<file path="src/rtl/mw_controller_pkg.sv">
// Shared types and constants for the microwave sequencing controller.
// Build option: MW_QUICK_START_EN enables the one-button 30 s quick start (QLOAD state).
package mw_controller_pkg;

  localparam int unsigned DIGIT_W = 4;

  localparam logic [DIGIT_W-1:0] MAX_KEY        = 4'd9;
  localparam logic [DIGIT_W-1:0] QUICK_DIGIT_HI = 4'd3;
  localparam logic [DIGIT_W-1:0] QUICK_DIGIT_LO = 4'd0;

  typedef enum logic [2:0] {
    StIdle  = 3'd0,
    StEntry = 3'd1,
    StCook  = 3'd2,
    StPause = 3'd3,
    StDone  = 3'd4,
    StQload = 3'd5
  } mw_state_e;

  function automatic logic key_ok(input logic valid, input logic [DIGIT_W-1:0] digit);
    return valid && (digit <= MAX_KEY);
  endfunction

endpackage

</file>
<file path="src/rtl/mw_controller_if.sv">
// User-input and timer-side signal bundle for mw_controller.
// master: the side driving keypad/buttons/door/timer_zero; slave: the controller.
interface mw_controller_if;
  import mw_controller_pkg::*;

  logic               key_valid;
  logic [DIGIT_W-1:0] key_value;
  logic               start;
  logic               stop;
  logic               door_closed;
  logic               timer_zero;
  logic [DIGIT_W-1:0] timer_number;
  logic               timer_loadn;
  logic               timer_clearn;
  logic               timer_enable;
  logic               mag_on;
  logic               done_beep;
  logic [2:0]         state_o;

  modport master (
    output key_valid, key_value, start, stop, door_closed, timer_zero,
    input  timer_number, timer_loadn, timer_clearn, timer_enable, mag_on, done_beep, state_o
  );

  modport slave (
    input  key_valid, key_value, start, stop, door_closed, timer_zero,
    output timer_number, timer_loadn, timer_clearn, timer_enable, mag_on, done_beep, state_o
  );

endinterface

</file>
<file path="src/rtl/mw_tick_gen.sv">
// Countdown prescaler: counts 0..TICK_DIV-1 while running, flags the wrap back to 0.
// Hold freezes the phase so a paused cook resumes where it stopped.
module mw_tick_gen #(
  parameter int unsigned TICK_DIV = 10
) (
  input  logic i_clock,
  input  logic i_clear,
  input  logic i_run,
  input  logic i_hold,
  input  logic i_clr,
  output logic o_tick
);

  localparam int unsigned CntW = (TICK_DIV > 1) ? $clog2(TICK_DIV) : 1;

  logic [CntW-1:0] r_cnt;
  logic            w_last;
  logic            w_adv;

  assign w_last = (r_cnt == CntW'(TICK_DIV - 1));
  assign w_adv  = i_run && !i_hold && !i_clr;
  assign o_tick = w_adv && w_last;

  always_ff @(posedge i_clock) begin
    if (i_clear || i_clr) begin
      r_cnt <= '0;
    end else if (w_adv) begin
      r_cnt <= w_last ? '0 : r_cnt + CntW'(1);
    end
  end

endmodule

</file>
<file path="src/rtl/mw_controller.sv">
// Microwave sequencing FSM driving the countdown timer, magnetron and end-of-cook beep.
// Build option: MW_QUICK_START_EN adds quick start (start in IDLE loads 3:0 and cooks).
module mw_controller
  import mw_controller_pkg::*;
#(
  parameter int unsigned TICK_DIV    = 10,
  parameter int unsigned BEEP_CYCLES = 20,
  parameter int unsigned MAX_DIGITS  = 3
) (
  input  logic     i_clock,
  input  logic     i_clear,
  mw_controller_if.slave io_bus
);

  localparam int unsigned CountW = $clog2(MAX_DIGITS + 1);
  localparam int unsigned BeepW  = (BEEP_CYCLES > 1) ? $clog2(BEEP_CYCLES) : 1;

  mw_state_e          r_state, w_state_d;
  logic [CountW-1:0]  r_count, w_count_d;
  logic [BeepW-1:0]   r_beep, w_beep_d;
  logic               r_start_q, r_stop_q;
  logic [DIGIT_W-1:0] r_number, w_number_d;
  logic               r_loadn, w_loadn_d;
  logic               r_clearn, w_clearn_d;
  logic               r_enable;
  logic               r_mag_on;
  logic               r_done_beep;
`ifdef MW_QUICK_START_EN
  logic [1:0]         r_qstep, w_qstep_d;
`endif

  logic w_key_ok;
  logic w_stop_edge;
  logic w_start_go;
  logic w_tick_run;
  logic w_tick_clr;
  logic w_tick;

  assign w_key_ok    = key_ok(io_bus.key_valid, io_bus.key_value);
  assign w_stop_edge = io_bus.stop && !r_stop_q;
  // Simultaneous start and stop edges resolve to stop.
  assign w_start_go  = io_bus.start && !r_start_q && !w_stop_edge;

  // Prescaler advances only on cycles that begin and end in COOK.
  assign w_tick_run = (r_state == StCook) && (w_state_d == StCook);

  mw_tick_gen #(
    .TICK_DIV (TICK_DIV)
  ) u_tick_gen (
    .i_clock (i_clock),
    .i_clear (i_clear),
    .i_run   (w_tick_run),
    .i_hold  (!w_tick_run),
    .i_clr   (w_tick_clr),
    .o_tick  (w_tick)
  );

  always_comb begin
    w_state_d  = r_state;
    w_count_d  = r_count;
    w_beep_d   = r_beep;
    w_number_d = r_number;
    w_loadn_d  = 1'b1;
    w_clearn_d = 1'b1;
    w_tick_clr = 1'b0;
`ifdef MW_QUICK_START_EN
    w_qstep_d  = r_qstep;
`endif
    case (r_state)
      StIdle: begin
        if (w_key_ok) begin
          w_number_d = io_bus.key_value;
          w_loadn_d  = 1'b0;
          w_count_d  = CountW'(1);
          w_state_d  = StEntry;
`ifdef MW_QUICK_START_EN
        end else if (w_start_go && io_bus.door_closed) begin
          w_number_d = QUICK_DIGIT_HI;
          w_loadn_d  = 1'b0;
          w_qstep_d  = 2'd0;
          w_state_d  = StQload;
`endif
        end
      end
      StEntry: begin
        if (w_stop_edge) begin
          w_clearn_d = 1'b0;
          w_count_d  = '0;
          w_state_d  = StIdle;
        end else if (w_start_go && io_bus.door_closed && !io_bus.timer_zero) begin
          w_tick_clr = 1'b1;
          w_state_d  = StCook;
        end else if (w_key_ok && (r_count < CountW'(MAX_DIGITS))) begin
          w_number_d = io_bus.key_value;
          w_loadn_d  = 1'b0;
          w_count_d  = r_count + CountW'(1);
        end
      end
      StCook: begin
        if (io_bus.timer_zero) begin
          w_beep_d  = '0;
          w_count_d = '0;
          w_state_d = StDone;
        end else if (!io_bus.door_closed || w_stop_edge) begin
          w_state_d = StPause;
        end
      end
      StPause: begin
        if (w_stop_edge) begin
          w_clearn_d = 1'b0;
          w_count_d  = '0;
          w_state_d  = StIdle;
        end else if (w_start_go && io_bus.door_closed) begin
          w_state_d = StCook;
        end
      end
      StDone: begin
        if (w_stop_edge || !io_bus.door_closed) begin
          w_state_d = StIdle;
        end else if (r_beep == BeepW'(BEEP_CYCLES - 1)) begin
          w_state_d = StIdle;
        end else begin
          w_beep_d = r_beep + BeepW'(1);
        end
      end
`ifdef MW_QUICK_START_EN
      StQload: begin
        if (w_stop_edge) begin
          w_clearn_d = 1'b0;
          w_count_d  = '0;
          w_state_d  = StIdle;
        end else begin
          // Step 0 = first load done, step 1 = gap cycle, step 2 = second load done.
          case (r_qstep)
            2'd0: w_qstep_d = 2'd1;
            2'd1: begin
              w_number_d = QUICK_DIGIT_LO;
              w_loadn_d  = 1'b0;
              w_qstep_d  = 2'd2;
            end
            default: begin
              w_tick_clr = 1'b1;
              w_state_d  = StCook;
            end
          endcase
        end
      end
`endif
      default: w_state_d = StIdle;
    endcase
  end

  always_ff @(posedge i_clock) begin
    if (i_clear) begin
      r_state     <= StIdle;
      r_count     <= '0;
      r_beep      <= '0;
      r_start_q   <= 1'b0;
      r_stop_q    <= 1'b0;
      r_number    <= '0;
      r_loadn     <= 1'b1;
      r_clearn    <= 1'b0;
      r_enable    <= 1'b0;
      r_mag_on    <= 1'b0;
      r_done_beep <= 1'b0;
`ifdef MW_QUICK_START_EN
      r_qstep     <= 2'd0;
`endif
    end else begin
      r_state     <= w_state_d;
      r_count     <= w_count_d;
      r_beep      <= w_beep_d;
      r_start_q   <= io_bus.start;
      r_stop_q    <= io_bus.stop;
      r_number    <= w_number_d;
      r_loadn     <= w_loadn_d;
      r_clearn    <= w_clearn_d;
      r_enable    <= w_tick;
      r_mag_on    <= (w_state_d == StCook);
      r_done_beep <= (w_state_d == StDone);
`ifdef MW_QUICK_START_EN
      r_qstep     <= w_qstep_d;
`endif
    end
  end

  assign io_bus.timer_number = r_number;
  assign io_bus.timer_loadn  = r_loadn;
  assign io_bus.timer_clearn = r_clearn;
  assign io_bus.timer_enable = r_enable;
  assign io_bus.mag_on       = r_mag_on;
  assign io_bus.done_beep    = r_done_beep;
  assign io_bus.state_o      = r_state;

endmodule

</file>
<file path="src/flat_wrapper.sv">
// flat-port wrapper written by rule: the top's interface ports become plain ports
module mw_controller_flat import mw_controller_pkg::*;
#(
  parameter int unsigned TICK_DIV    = 10,
  parameter int unsigned BEEP_CYCLES = 20,
  parameter int unsigned MAX_DIGITS  = 3
)
  (i_clock, i_clear, io_bus_key_valid, io_bus_key_value, io_bus_start, io_bus_stop, io_bus_door_closed, io_bus_timer_zero, io_bus_timer_number, io_bus_timer_loadn, io_bus_timer_clearn, io_bus_timer_enable, io_bus_mag_on, io_bus_done_beep, io_bus_state_o);
  mw_controller_if io_bus_i ();
  input  logic i_clock;
  input  logic i_clear;
  input wire logic [$bits(io_bus_i.key_valid)-1:0] io_bus_key_valid;
  input wire logic [$bits(io_bus_i.key_value)-1:0] io_bus_key_value;
  input wire logic [$bits(io_bus_i.start)-1:0] io_bus_start;
  input wire logic [$bits(io_bus_i.stop)-1:0] io_bus_stop;
  input wire logic [$bits(io_bus_i.door_closed)-1:0] io_bus_door_closed;
  input wire logic [$bits(io_bus_i.timer_zero)-1:0] io_bus_timer_zero;
  output wire logic [$bits(io_bus_i.timer_number)-1:0] io_bus_timer_number;
  output wire logic [$bits(io_bus_i.timer_loadn)-1:0] io_bus_timer_loadn;
  output wire logic [$bits(io_bus_i.timer_clearn)-1:0] io_bus_timer_clearn;
  output wire logic [$bits(io_bus_i.timer_enable)-1:0] io_bus_timer_enable;
  output wire logic [$bits(io_bus_i.mag_on)-1:0] io_bus_mag_on;
  output wire logic [$bits(io_bus_i.done_beep)-1:0] io_bus_done_beep;
  output wire logic [$bits(io_bus_i.state_o)-1:0] io_bus_state_o;
  assign io_bus_i.key_valid = io_bus_key_valid;
  assign io_bus_i.key_value = io_bus_key_value;
  assign io_bus_i.start = io_bus_start;
  assign io_bus_i.stop = io_bus_stop;
  assign io_bus_i.door_closed = io_bus_door_closed;
  assign io_bus_i.timer_zero = io_bus_timer_zero;
  assign io_bus_timer_number = io_bus_i.timer_number;
  assign io_bus_timer_loadn = io_bus_i.timer_loadn;
  assign io_bus_timer_clearn = io_bus_i.timer_clearn;
  assign io_bus_timer_enable = io_bus_i.timer_enable;
  assign io_bus_mag_on = io_bus_i.mag_on;
  assign io_bus_done_beep = io_bus_i.done_beep;
  assign io_bus_state_o = io_bus_i.state_o;
  mw_controller #(.TICK_DIV(TICK_DIV), .BEEP_CYCLES(BEEP_CYCLES), .MAX_DIGITS(MAX_DIGITS)) u_core (.i_clock(i_clock), .i_clear(i_clear), .io_bus(io_bus_i));
endmodule
</file>
<file path="config.mk">
export PLATFORM = sky130hd
export DESIGN_NAME = mw_controller_flat
export DESIGN_NICKNAME = d
export VERILOG_FILES = /design/src/rtl/mw_controller_pkg.sv /design/src/rtl/mw_controller_if.sv /design/src/rtl/mw_tick_gen.sv /design/src/rtl/mw_controller.sv /design/src/flat_wrapper.sv
export SDC_FILE = /design/constraint.sdc
export NUM_CORES = 1
export LEC_CHECK = 0
export CORE_MARGIN = 2
export CORE_UTILIZATION = 40
export CTS_CLUSTER_DIAMETER = 60
export DETAILED_ROUTE_END_ITERATION = 8
export HOLD_SLACK_MARGIN = 0.03
export PLACE_DENSITY = 0.67
export SLEW_MARGIN = 40
export SYNTH_ARGS = -nofsm -noshare
export SYNTH_HDL_FRONTEND = slang
export SYNTH_SLANG_ARGS = --single-unit
</file>
<file path="constraint.sdc">
create_clock -name i_clock -period 1.4 [get_ports i_clock]
set_input_delay 0.28 -clock i_clock [delete_from_list [all_inputs] [get_ports i_clock]]
set_output_delay 0.28 -clock i_clock [all_outputs]
set_load 0.005 [all_outputs]
</file>
-- Yosys cells after proc, flatten, opt, wreduce, memory -nomap -nowiden
Cells that the tools add are included.
W data, S select, Z words.
- bits in registers: 25
- bits of input ports: 11
- word-level logic and storage cells: 98
- add/sub/neg operators: 3
- magnitude comparators: 2
- equal/unequal tests: 18
- multiplexer cells: 37
- reduce and logical (&&, ||, !) cells: 26
- operator list (cell ; count):
    $mux W3 ; 9
    $mux W4 ; 5
    $mux W5 ; 3
    $pmux W3 S5 ; 1
    $mux W2 ; 6
    $logic_and A1 B1 Y1 ; 10
    $ne A2 B2 Y1 const B ; 5
    $pmux W5 S2 ; 1
    $eq A3 B2 Y1 const B ; 3
    $mux W1 ; 9
    $pmux W2 S4 ; 1
    $pmux W4 S2 ; 1
    $eq A3 B3 Y1 const B ; 2
    $logic_not A1 Y1 ; 6
    $ne A2 B1 Y1 const B ; 3
    $reduce_and A6 Y1 ; 1
    $add A5 B1 Y5 const B ; 1
    $eq A5 B5 Y1 const B ; 1
    $reduce_and A5 Y1 ; 1
    $add A4 B1 Y4 const B ; 1
    $eq A4 B4 Y1 const B ; 1
    $le A4 B4 Y1 const B ; 1
    $reduce_and A4 Y1 ; 1
    $reduce_bool A2 Y1 ; 2
    10 further kinds ; 11

-- Longest topological paths before layout
Gate-level depths: netlist (run 1).
- depth in word-level cells: 13
- depth in mapped cells: 6
- gate-level depth less buffers: 6

-- By module
A second synthesis (run 1) with hierarchy kept.
- cells, all modules: 142
- area, all modules: 1305.0 µm²
- modules (own cells, without submodules) (module ; instances ; cells an instance ; area an instance (µm²) ; seq. area each (µm²)):
    mw_controller ; 1 ; 118 ; 1082.3 ; 420.4
    mw_tick_gen ; 1 ; 24 ; 222.7 ; 80.1

-- Worst setup path before layout (run 1)
OpenSTA, ideal clock, no wires.
- path kind: register -> register
- from: reg u_core.r_state[2], in the netlist u_core.io_bus.state_o[2]
- to: reg u_core.u_tick_gen.r_cnt[3]
- setup time: 0.070 ns
- arrival time: 1.412 ns
- data required time: 1.330 ns
- setup slack: -0.082 ns
- stages on the path, launching flop included: 7
- clock period less this slack: 1.482 ns
- cells stage by stage: dfxtp_1 buf_2 nor4b_2 nand4_1 nor3b_1 o21ai_0 a21oi_1
- cells in the longest elaborated chain, start to end: 6
- elaborated cells between the ends (all ways): 21
- ends and longest elaborated chain (element ; RTL line ; RTL):
    start, declared ; mw_controller.sv:18 ; mw_state_e r_state, w_state_d;
    start signal, assigned ; mw_controller.sv:155 ; r_state <= StIdle;
    start signal, assigned ; mw_controller.sv:170 ; r_state <= w_state_d;
    $mux W3 (on tied branches) (2 in series) ; - ;
    $pmux W3 S5 ; mw_controller.sv:69 ; case (r_state)
    $eq A3 B2 Y1 ; mw_controller.sv:45 ; assign w_tick_run = (r_state == StCook) && (w_state_d == StCook);
    $logic_and A1 B1 Y1 ; mw_controller.sv:45 ;
    $logic_and A1 B1 Y1 ; mw_tick_gen.sv:21 ; assign w_adv = i_run && !i_hold && !i_clr;
    end signal, assigned ; mw_tick_gen.sv:28 ; r_cnt <= w_last ? '0 : r_cnt + CntW'(1);
    end, declared ; mw_tick_gen.sv:16 ; logic [CntW-1:0] r_cnt;
Parallel ways exist; a longest one is shown, timed or not.
A chain may end at the register's enable or synchronous reset.

-- Worst setup path after layout (run 1)
- from: reg u_core.r_state[2], in the netlist u_core.io_bus.state_o[2]
- to: reg u_core.r_beep[0]
- cells in the longest elaborated chain, start to end: 3
- elaborated cells between the ends (all ways): 8
- ends and longest elaborated chain (element ; RTL line ; RTL):
    $eq A3 B3 Y1 / $eq A3 B2 Y1 (equally long branches) ; mw_controller.sv:69 ;
    $ne A2 B2 Y1 (no source line) / $reduce_bool A2 Y1 (equally long branches) ; - ;
    $reduce_and A4 Y1 (no source line) ; - ;
    end signal, assigned ; mw_controller.sv:172 ; r_beep <= w_beep_d;
    end, declared ; mw_controller.sv:20 ; logic [BeepW-1:0] r_beep, w_beep_d;
Parallel ways exist; a longest one is shown, timed or not.

==> impl_metrics.ini, run 1 <==
[status]
run_status = finished, violations left
failed_checks = negative setup slack

[sta]
worst_slew_margin_pct = 71.2
timing.final.crit_share_pct = 106
timing.fmax_ghz = 0.673
worst_slew_pin_slew_ps = 432
timing.clock.skew_ps = 1.91
rsz0062_at_grt = true
hold_violations = 0
layout_min_cycle_time_ps = 1490
final_max_slew_viol_count = 0
worst_slack_setup_final_ps = -85.8
timing.setup.tns_ps = -597
finalSetupViolCount = 14

[drt]
routed_wirelength_um = 3160
detail_route.first_pass.iterations = 4
wl_cell_um = 14.3
drt_drc_violations_left = 0
drt-initial-drc-count = 37
routed_via_density = 5.29
antenna_violating_nets_post_route = 0
detailroute.via_count = 1170

[die]
initial_utilization_pct = 42.2
die-height_um = 58.1
floorplan.rows = 19
core_region_sq_um = 2780
die_area_sq_um = 3380
die_width_um = 58.1
ioPinCount = 23

[cells_and_area]
drive_gt1_share_pct = 42.6
n_fill_cell = 210
flow.area_growth_from_synthesis_pct = 64.1
n_antenna_cell = 0
post_layout_nets = 204
post_layout_nonfiller_instances = 221

[clocking]
post_cts_hold_buffer_count = 0
clock_tree.root_cell = clkbuf_4
clkSlewWorstSetupHoldPaths_ps = 140
worst_skew_pair.late_latency_ps = 330
cts_made_buffers = 3
tritoncts = yes
htreeDepth = 1
clock_sinks = 25
clockBufferDepth = 2

[logic_synthesis]
synthDominantCellAreaShare_pct = 42.7
nets_in_the_synthesized_netlist = 143
synthesis_stage_register_bit_count = 25
synth.yosys.seq_area_share_pct = 42.7
synth-async-reset-ratio_pct = 0
synth_area_sq_um = 1170
post_synth_most_frequent_cells = dfxtp_1, nor2_1, a21oi_1, mux2i_1, nor2b_1
synthFlopType = dfxtp_1
post_synth_inst_count = 130
synth-edff-count = 0
postSynthAreaPerCell_sq_um = 9.02
synth_top_area_cell = dfxtp_1
synthDistinctLibCells = 37
most_used_standard_cell_by_instance_count_after_synthesis = dfxtp_1
synth_area_leaders = dfxtp_1, nor2_1, mux2i_1
synth_warnings = 0

[place]
place_ws_ps = -680
dp_cells = 205
globalplace.congestion = 0.761
post-dp-hpwl_um = 2140
io_buffers = 22

[worst_setup_path]
required_ps = 1640
critPathCaptureType = flip-flop
path_max_fanout = 4
start_kind = flip-flop
arrival_ps = 1720
rrSetupSlack_ps = -90
crit_path_start = u_core.io_bus.state_o[2]$_SDFF_PP0_
worstReg2RegStart = u_core.io_bus.state_o[2]$_SDFF_PP0_
timing_worst_setup_path_type = flip-flop to flip-flop
setup.worst_path.end = u_core.r_beep[0]$_SDFFE_PP0P_
reg2reg_depth = 7
reg2reg_to = u_core.r_beep[0]$_SDFFE_PP0P_

[run]
timing.max_cap.violations = 0

[global_route]
number_of_global_route_vias_before_repair = 1149
antenna_found_initial = 0
first_pass_grt_wire_length_um = 4970
global_route.overflow_total = 0
total_routing_resource_utilization_after_global_routing_pct = 19.3
grt_max_degree = 14

[power]
vdd_ir_drop_max_mv = 0.696
power_per_cell_area_nw_per_um2 = 683
total_leakage_power_uw = 0.000804

[worst_hold_path]
min_path_type = input port to flip-flop
number_of_instances_on_the_worst_hold_path = 2
critical path, stage by stage (launching register included):
cell and delay (ps):
dfxtp_4 390, buf_4 120, nor2b_2 120, nand4_1 150, buf_4 180, a21oi_4 170, mux2i_1 200, nor2_1 60
stage by stage:
| stage | hold WS (ps) | area (sq um) | total power [uW] | util [%] |
|---|---|---|---|---|
| floorplan | 408 | 1200 | 845 | - |
| global placement | 468 | 1640 | 965 | 59.1 |
| detailed placement | 483 | 1640 | 970 | 59.1 |
| CTS | 327 | 1830 | 1300 | 65.9 |
| global route | 352 | 1920 | 1360 | 69.2 |
| finish | 348 | 1920 | 1310 | 69.2 |
cell usage in the layout (no fill, tap or decap), drive strengths merged, types with 2 or more instances in the layout:
cell type	netlist	routed
nand2	4	4
a211oi	3	3
mux2i	7	7
ha	2	2
nor2b	7	7
xnor2	4	4
dlygate4sd2	0	15
buf	2	39
nand2b	6	6
inv	3	3
nand3b	2	2
clkdlybuf4s50	0	6
nor2	19	19
clkbuf	3	5
nor3b	2	2
o21ai	5	5
nand3	4	4
nand4	4	4
a21oi	9	9
dfxtp	25	25
and3b	2	2
worst min path at each step:
stage,end,from
floorplan,u_core.r_start_q$_SDFF_PP0_,io_bus_start
global placement,u_core.u_tick_gen.r_cnt[3]$_SDFFE_PP0P_,u_core.u_tick_gen.r_cnt[3]$_SDFFE_PP0P_
detailed placement,u_core.io_bus.timer_enable$_SDFF_PP0_,u_core.u_tick_gen.r_cnt[0]$_SDFFE_PP0P_
CTS,u_core.r_start_q$_SDFF_PP0_,io_bus_start
global route,u_core.r_start_q$_SDFF_PP0_,io_bus_start
finish,u_core.r_start_q$_SDFF_PP0_,io_bus_start
power by group:
group	leakage (uW)	switching (uW)	internal, uW
clock	0.0000150	225	112
combinational	0.000580	103	132
sequential	0.000209	13.5	729
total	0.000804	341	974
state kept, by name (all words and copies together), names as in the netlist:
register                    flops
u_core.r_beep                   5
u_core.io_bus.timer_number      4
u_core.u_tick_gen.r_cnt         4
u_core.io_bus.state_o           3
u_core.r_count                  2
u_core.io_bus.done_beep         1
u_core.io_bus.mag_on            1
u_core.io_bus.timer_clearn      1
u_core.io_bus.timer_enable      1
u_core.io_bus.timer_loadn       1
u_core.r_start_q                1
u_core.r_stop_q                 1
repair_timing:
action | CTS | global route
setup endpoints to repair | 33 | 22
buffers inserted | 11 | 2
pin swaps | 16 | 16
gates resized for setup | 46 | 20
cell families (layout without fill, tap and decap cells):
| logic type | after synthesis | after routing | share of synthesized area [%] |
|---|---|---|---|
| buffers and inverters | 8 | 68 | 2.99 |
| adders and majority gates | 2 | 2 | 2.13 |
| AOI/OAI and AO/OA | 23 | 23 | 12.8 |
| muxes | 7 | 7 | 5.98 |
| and+or+nand+nor | 60 | 60 | 29.7 |
| xor gates and xnor gates | 5 | 5 | 3.74 |
| DFF | 25 | 25 | 42.7 |
final cells by class:
cell class	instances	area, sq um	area share (%)
timing repair buffer	61	533	27.7
sequential	25	523	27.2
tap	31	38.8	2.02
inverter	3	13.8	0.715
multi-input combinational	97	790	41.0
clock buffer	4	26.3	1.37
per-layer routing:
metal	vias up	global-route usage (%)	share of wire [%]
li1	580	-	-
met1	546	22.9	42
met2	37	33.8	51
met3	7	2.68	4.5
met4	0	9.97	2.1
met5	-	0	0
Power figures use the tool's default switching activity.
==> inputs of run 2 (changes only) <==
--- a/config.mk
+++ b/config.mk
@@ -9,6 +9,7 @@
 export CORE_UTILIZATION = 40
 export CTS_CLUSTER_DIAMETER = 60
 export DETAILED_ROUTE_END_ITERATION = 8
+export GPL_ROUTABILITY_DRIVEN = 0
 export HOLD_SLACK_MARGIN = 0.03
 export PLACE_DENSITY = 0.67
 export SLEW_MARGIN = 40
==> results of run 2 <==
The final DEF is identical to that of run 1; final timing and power are the same.
==> RTL change 1, RTL diff (config.mk and constraints of run 2) <==
Build with the macro `MW_QUICK_START_EN` defined.
--- a/src/rtl/mw_controller.sv
+++ b/src/rtl/mw_controller.sv
@@ -2,2 +2,4 @@
 // Build option: MW_QUICK_START_EN adds quick start (start in IDLE loads 3:0 and cooks).
+`define MW_QUICK_START_EN
+
 module mw_controller
Check against the original RTL: not equivalent (Yosys sat finds a counterexample within 4 cycles, from zero or initial values).
==> RTL change 1 against run 2 <==
  * The flow still finishes with violations (negative setup slack)
  * Core utilization is 4.3 points higher
  * Synthesized cell count is 25% higher
  * Design area is 28% higher
  * Die area is 19% higher
  * Critical path type unchanged
  * Largest cell class unchanged
  * Critical endpoint is now u_core.io_bus.state_o[0]$_SDFF_PP0_
  * Worst setup slack worse by 0.19 ns
  * Synthesized area is 21% higher
  * Routed wire length is 56% higher
  * Sequential cell count is 2 higher
Power is not compared: it rests on default switching activity, and its combinational part moved more than twofold at a synthesized area within 25%.
==> RTL change 1: results (changes against run 2) <==
Power
  • Leakage Power: 1.04 nW
  • Peak VDD IR: 0.000509 V
  • Net Sw Power: 0.000539 W

Placement
  • HPWL after DPL: 2970 µm (+38%)
  • IO buf count: 22 (unchanged)
  • Place WS: -0.724 ns (-0.0442 ns)

Finish
  • Area of the multi-input gates: 1130 µm² (+43%)
  • Fill cell total of the finished layout: 247 (+18%)
  • Share of cells above drive strength 1: 50.2% (+7.6 points)
  • Inverters: 3 (unchanged)
  • Register share of the cell area: 22.7% (-4.5 points)
  • Nets@finish: 255 (+25%)
  • Clk_buf instances: 3 (-1)
  • ANT cells: 0 (unchanged)
  • Signal buffers: 81 (+33%)
  • Clk cell area share: 1.11% (-0.25 points)
  • Seq Cell Count: 27 (+8.0%)
  • Largest Register: u_core.r_beep
  • Buffering overhead: 27.8% (+0.085 points)
  • Max reg flops: 5 (unchanged)
  • Multi-input comb cells: 126 (+30%)

Synth
  • Top post-synthesis cells by area: dfxtp_1 38%, nor2_1 4.2%, a21oi_1 3.5%
  • Commonest cells in the synthesized netlist: 27 x dfxtp_1, 16 x nor2_1, 10 x a21oi_1, 10 x nand2_1, 7 x nor2b_1
  • Register area share after synthesis: 38.1% (-4.6 points)
  • Dominant synthesized flop cell: dfxtp_1
  • Dominant cell type by area after synthesis: dfxtp_1
  • Net Count, Synth: 175 (+22%)
  • Count of cell types in the netlist: 49 (+32%)
  • YS warnings: 0 (unchanged)
  • Synth async-reset ratio: 0% (unchanged)

Drt
  • Via count: 1634 (+40%)
  • Initial drt markers: 74 (+100%)
  • Drt pass-1 iters: 4 (unchanged)
  • Routed wire per std cell: 17.1 µm (+20%)

Hold path
  • Worst Min Path Start: io_bus_start
  • Tightest Hold Check Type: in -> reg
  • Worst Hold Path Cells: 2 (unchanged)
  • Hold path endpoint: u_core.r_start_q$_SDFF_PP0_

Timing
  • Setup WS post-layout: -0.279 ns (-0.193 ns)
  • Min Hold Slack: 0.287 ns (-0.0612 ns)
  • Clock skew: 0.00332 ns (+0.00141 ns)
  • Actual slew at the worst max-slew pin: 0.385 ns (-0.0462 ns)
  • Final setup vio count: 24 (+10)

Critical path
  • FF-to-FF path depth: 6 (-1)
  • Max FO, Critical Path: 4 (unchanged)
  • FF-to-FF End: u_core.io_bus.state_o[0]$_SDFF_PP0_
  • RR Startpoint: u_core.io_bus.state_o[1]$_SDFF_PP0_

Outcome
  • Failing checks: negative setup slack
  • Outcome: finished with violations

Clocking
  • Clock transition at the registers of the reported paths: 0.15 ns
  • Root buf cell: clkbuf_4
  • Max Root-Sink Buffers: 2 (unchanged)
  • H-tree levels: 1 (unchanged)
  • Clk_lat worst skew: 0.34 ns

GRT
  • Antenna violations before repair: 0 (unchanged)
  • Vias in the first global route: 1746 (+52%)
  • Largest net degree at the start of global routing: 16 (+2)
  • All-Layer GR Usage: 24.0% (+4.7 points)
  • First-pass GRT wire length: 7730 µm (+55%)
## RTL change 1: cell count changes after synthesis, sizes merged, moves of 3 or more
cell	change
nor2	-3
nand2	+6
mux2i	-3
a211oi	+3
nor3	+4
o41ai	+3
## RTL change 1: through the flow
step | power (W) | cell area, µm² | std cells | setup TNS (ns)
CTS | 0.00168 | 2320 | 280 | -2.93
global route | 0.00184 | 2470 | 287 | -5.82
finish | 0.00176 | 2470 | 287 | -4.49
global placement | 0.00123 | 1990 | 261 | -12.66
floorplan | 0.00103 | 1470 | 162 | -1.06
detailed placement | 0.00124 | 1990 | 261 | -13.97
## RTL change 1: cell families (layout without fill, tap and decap cells)
group,count (synthesis),after routing,synth area share [%]
flip-flops,27,27,38.1
adder cells (fa/ha/maj),2,2,1.76
buffers and inverters,9,88,2.65
AND/OR/NAND/NOR,71,71,29.0
AO/OA/AOI/OAI,42,42,20.9
XOR/XNOR,5,5,3.09
multiplexers,6,6,4.41
## RTL change 1: critical path: stages (launching register included)
cell      delay [ns]
dfxtp_4         0.39
buf_6           0.12
or3_4           0.41
a211oi_4        0.28
o21ai_4         0.11
nand4b_1        0.17
nor2b_1         0.15
## RTL change 1: power by group through the flow
stage / Combinational, W / Clock (W) / Sequential, W
floorplan: 0.000195 / 0 / 0.000839
global placement: 0.000390 / 0 / 0.000845
detailed placement: 0.000399 / 0 / 0.000846
CTS: 0.000500 / 0.000361 / 0.000822
global route: 0.000619 / 0.000395 / 0.000827
finish: 0.000582 / 0.000357 / 0.000823
## RTL change 1: what timing repair did
| action | CTS | global route |
|---|---|---|
| pin swaps | 29 | 18 |
| gates cloned | 1 | 0 |
| setup buffers | 15 | 8 |
| resized for setup | 70 | 25 |
| setup endpoints to repair | 36 | 25 |
## RTL change 1: layer usage
metal | vias to the layer above | track usage, % | part of all wire [%]
li1 | 755 | - | -
met1 | 806 | 25.2 | 38
met2 | 51 | 46.1 | 52
met3 | 22 | 5.54 | 4.9
met4 | 0 | 8.70 | 4.5
met5 | - | 0 | 0
## RTL change 1: worst max path at each step
stage | from | end | cells past startpoint
final | u_core.io_bus.state_o[1]$_SDFF_PP0_ | u_core.io_bus.state_o[0]$_SDFF_PP0_ | 6
after global routing | u_core.r_start_q$_SDFF_PP0_ | u_core.u_tick_gen.r_cnt[2]$_SDFFE_PP0P_ | 5
after CTS | u_core.io_bus.state_o[0]$_SDFF_PP0_ | u_core.io_bus.state_o[0]$_SDFF_PP0_ | 6
after detailed placement | io_bus_stop | u_core.io_bus.mag_on$_SDFF_PP0_ | 6
after global placement | io_bus_stop | u_core.io_bus.mag_on$_SDFF_PP0_ | 6
after floorplan | u_core.io_bus.state_o[2]$_SDFF_PP0_ | u_core.u_tick_gen.r_cnt[3]$_SDFFE_PP0P_ | 6
==> RTL change 2, RTL diff (flow settings as in run 2) <==
Without the edit above. Compare `r_cnt` against `CntW'(TICK_DIV - 1)` with >= in place of ==.
--- a/src/rtl/mw_tick_gen.sv
+++ b/src/rtl/mw_tick_gen.sv
@@ -19,3 +19,3 @@
 
-  assign w_last = (r_cnt == CntW'(TICK_DIV - 1));
+  assign w_last = (r_cnt >= CntW'(TICK_DIV - 1));
   assign w_adv  = i_run && !i_hold && !i_clr;
Check against the original RTL: no difference found for any inputs over 10 cycles, from zero or initial values; that may be too few to reach the edited logic, so the function may still have changed.
==> RTL change 2 against run 2 <==
  * The flow still finishes with violations (negative setup slack)
  * Sequential cell count is the same
  * Clock power increased by 4%
  * Global-route usage up 2.5 points
  * Design area grew 9.2%
  * Highest routed layer unchanged
  * Worst setup slack got worse by 0.38 ns
  * Count of clock-buffer cells in the layout is 1 lower
  * Power is essentially flat
  * Routed wire length rose by 24%
  * Via count rose by 19%
  * Clock skew grew 0.0044 ns
  * Sequential power is essentially flat
  * Synthesized area is 13% higher
  * Sequential share of layout area decreased by 2.7 points
==> RTL change 2: results (changes against run 2) <==
Synth
  • Commonest cells in the synthesized netlist: 25 x dfxtp_1, 14 x nand2_1, 11 x nand3_1
  • Post-Syn Instances: 153 (+18%)
  • Count of cell types in the netlist: 48 (+30%)
  • Synth Area in Compound Gates: 21.1% (+8.3 points)
  • Post-Synth Adder-Cell Area: 4.73% (+2.6 points)
  • Net Count, Synth: 169 (+18%)
  • Top post-synthesis cells by area: dfxtp_1 38%, ha_1 4.7%, nand3_1 4.2%
  • Synth Area in XOR/XNOR: 0% (-3.7 points)
  • Register area share after synthesis: 37.8% (-4.8 points)

Clocking
  • CTS Buf Count: 3 (unchanged)
  • Post-CTS sizing: 51 (+11%)
  • Root buf cell: clkbuf_4
  • Setup bufs post-CTS: 9 (-2)

Finish
  • Synth-to-Final Area Change: 58.8%
  • Nets@finish: 226 (+11%)
  • Fill cell total of the finished layout: 263 (+25%)

Timing
  • Final setup vio count: 16 (+2)
  • Min Hold Slack: 0.397 ns (+0.0492 ns)
  • Actual slew at the worst max-slew pin: 0.571 ns (+0.139 ns)
  • Setup WS post-layout: -0.464 ns (-0.378 ns)
  • Setup TNS: -2.58 ns (-1.99 ns)
  • Clock skew: 0.00632 ns (+0.00442 ns)

Hold path
  • Tightest Hold Check Type: in -> reg
  • Worst Hold Path Cells: 3 (+1)

GRT
  • All-Layer GR Usage: 21.9% (+2.5 points)
  • Largest net degree at the start of global routing: 15 (+1)
  • Overflow after GRT: 0 (unchanged)
  • Vias in the first global route: 1365 (+19%)
  • First-pass GRT wire length: 6020 µm (+21%)

Drt
  • Post-DR vias/cell: 5.49 (+3.8%)
  • Routed wire per std cell: 15.5 µm (+8.6%)
  • Total Wirelength: 3930 µm (+24%)
  • Initial drt markers: 70 (+89%)

Power
  • Sw Ratio: 27.0% (+1.1 points)
  • Peak VDD IR: 0.000393 V (-43%)
  • Seq. pwr: 0.000742 W (about the same)
  • Clock share of power: 26.5% (+0.9 points)
  • Leakage Power: 0.876 nW (+8.9%)

Critical path
  • Worst EP arrival: 2.15 ns (+0.43 ns)
  • Critical path's largest stage delay: 0.51 ns (+0.12 ns)
  • FF-to-FF path depth: 4 (-3)
  • CP max stage cell: or4b_4

Outcome
  • Outcome: finished with violations
  • Failing checks: negative setup slack

Placement
  • HPWL after DPL: 2610 µm (+22%)
  • Dpl cell area: 1810 µm² (+10%)
  • Placed insts: 240 (+17%)
  • Place WS: -0.837 ns (-0.157 ns)
RTL change 2: cells by family (layout without fill, tap and decap cells):
| family | Yosys count | after routing |
|---|---|---|
| AO/OA/AOI/OAI | 38 | 38 |
| adder cells (fa/ha/maj) | 5 | 5 |
| buffers and inverters | 17 | 73 |
| flip-flops | 25 | 25 |
| multiplexers | 5 | 5 |
| AND/OR/NAND/NOR | 63 | 63 |
RTL change 2: area by class of cell:
class / count / area share (%)
inverter: 8 / 1.43
sequential: 25 / 24.5
timing repair buffer: 61 / 26.1
clock inverter: 1 / 0.238
multi-input combinational: 111 / 44.0
tap: 44 / 2.62
clock buffer: 3 / 1.07
RTL change 2: worst max-delay path, delay by kind of cell (launching register included):
| family | cells | cell delay [ns] |
|---|---|---|
| and+or+nand+nor | 3 | 1.32 |
| DFF | 1 | 0.35 |
| AOI/OAI and AO/OA | 1 | 0.12 |
RTL change 2: layer usage:
metal / global-route usage (%) / vias to the layer above / share of wire (%)
met5: 0 / - / 0
met4: 8.81 / 0 / 2.2
met3: 2.73 / 9 / 4.5
met2: 39.7 / 47 / 51
met1: 25.8 / 651 / 42
li1: - / 683 / -
RTL change 2: final timing paths:
| check | startpoint | endpoint |
|---|---|---|
| hold / removal | io_bus_start | u_core.r_start_q$_SDFF_PP0_ |
| setup / recovery | u_core.io_bus.state_o[0]$_SDFF_PP0_ | u_core.u_tick_gen.r_cnt[1]$_SDFFE_PP0P_ |
| hold reg to reg | u_core.io_bus.timer_number[0]$_SDFFE_PP0P_ | u_core.io_bus.timer_number[0]$_SDFFE_PP0P_ |
| setup reg to reg | u_core.io_bus.state_o[0]$_SDFF_PP0_ | u_core.u_tick_gen.r_cnt[1]$_SDFFE_PP0P_ |
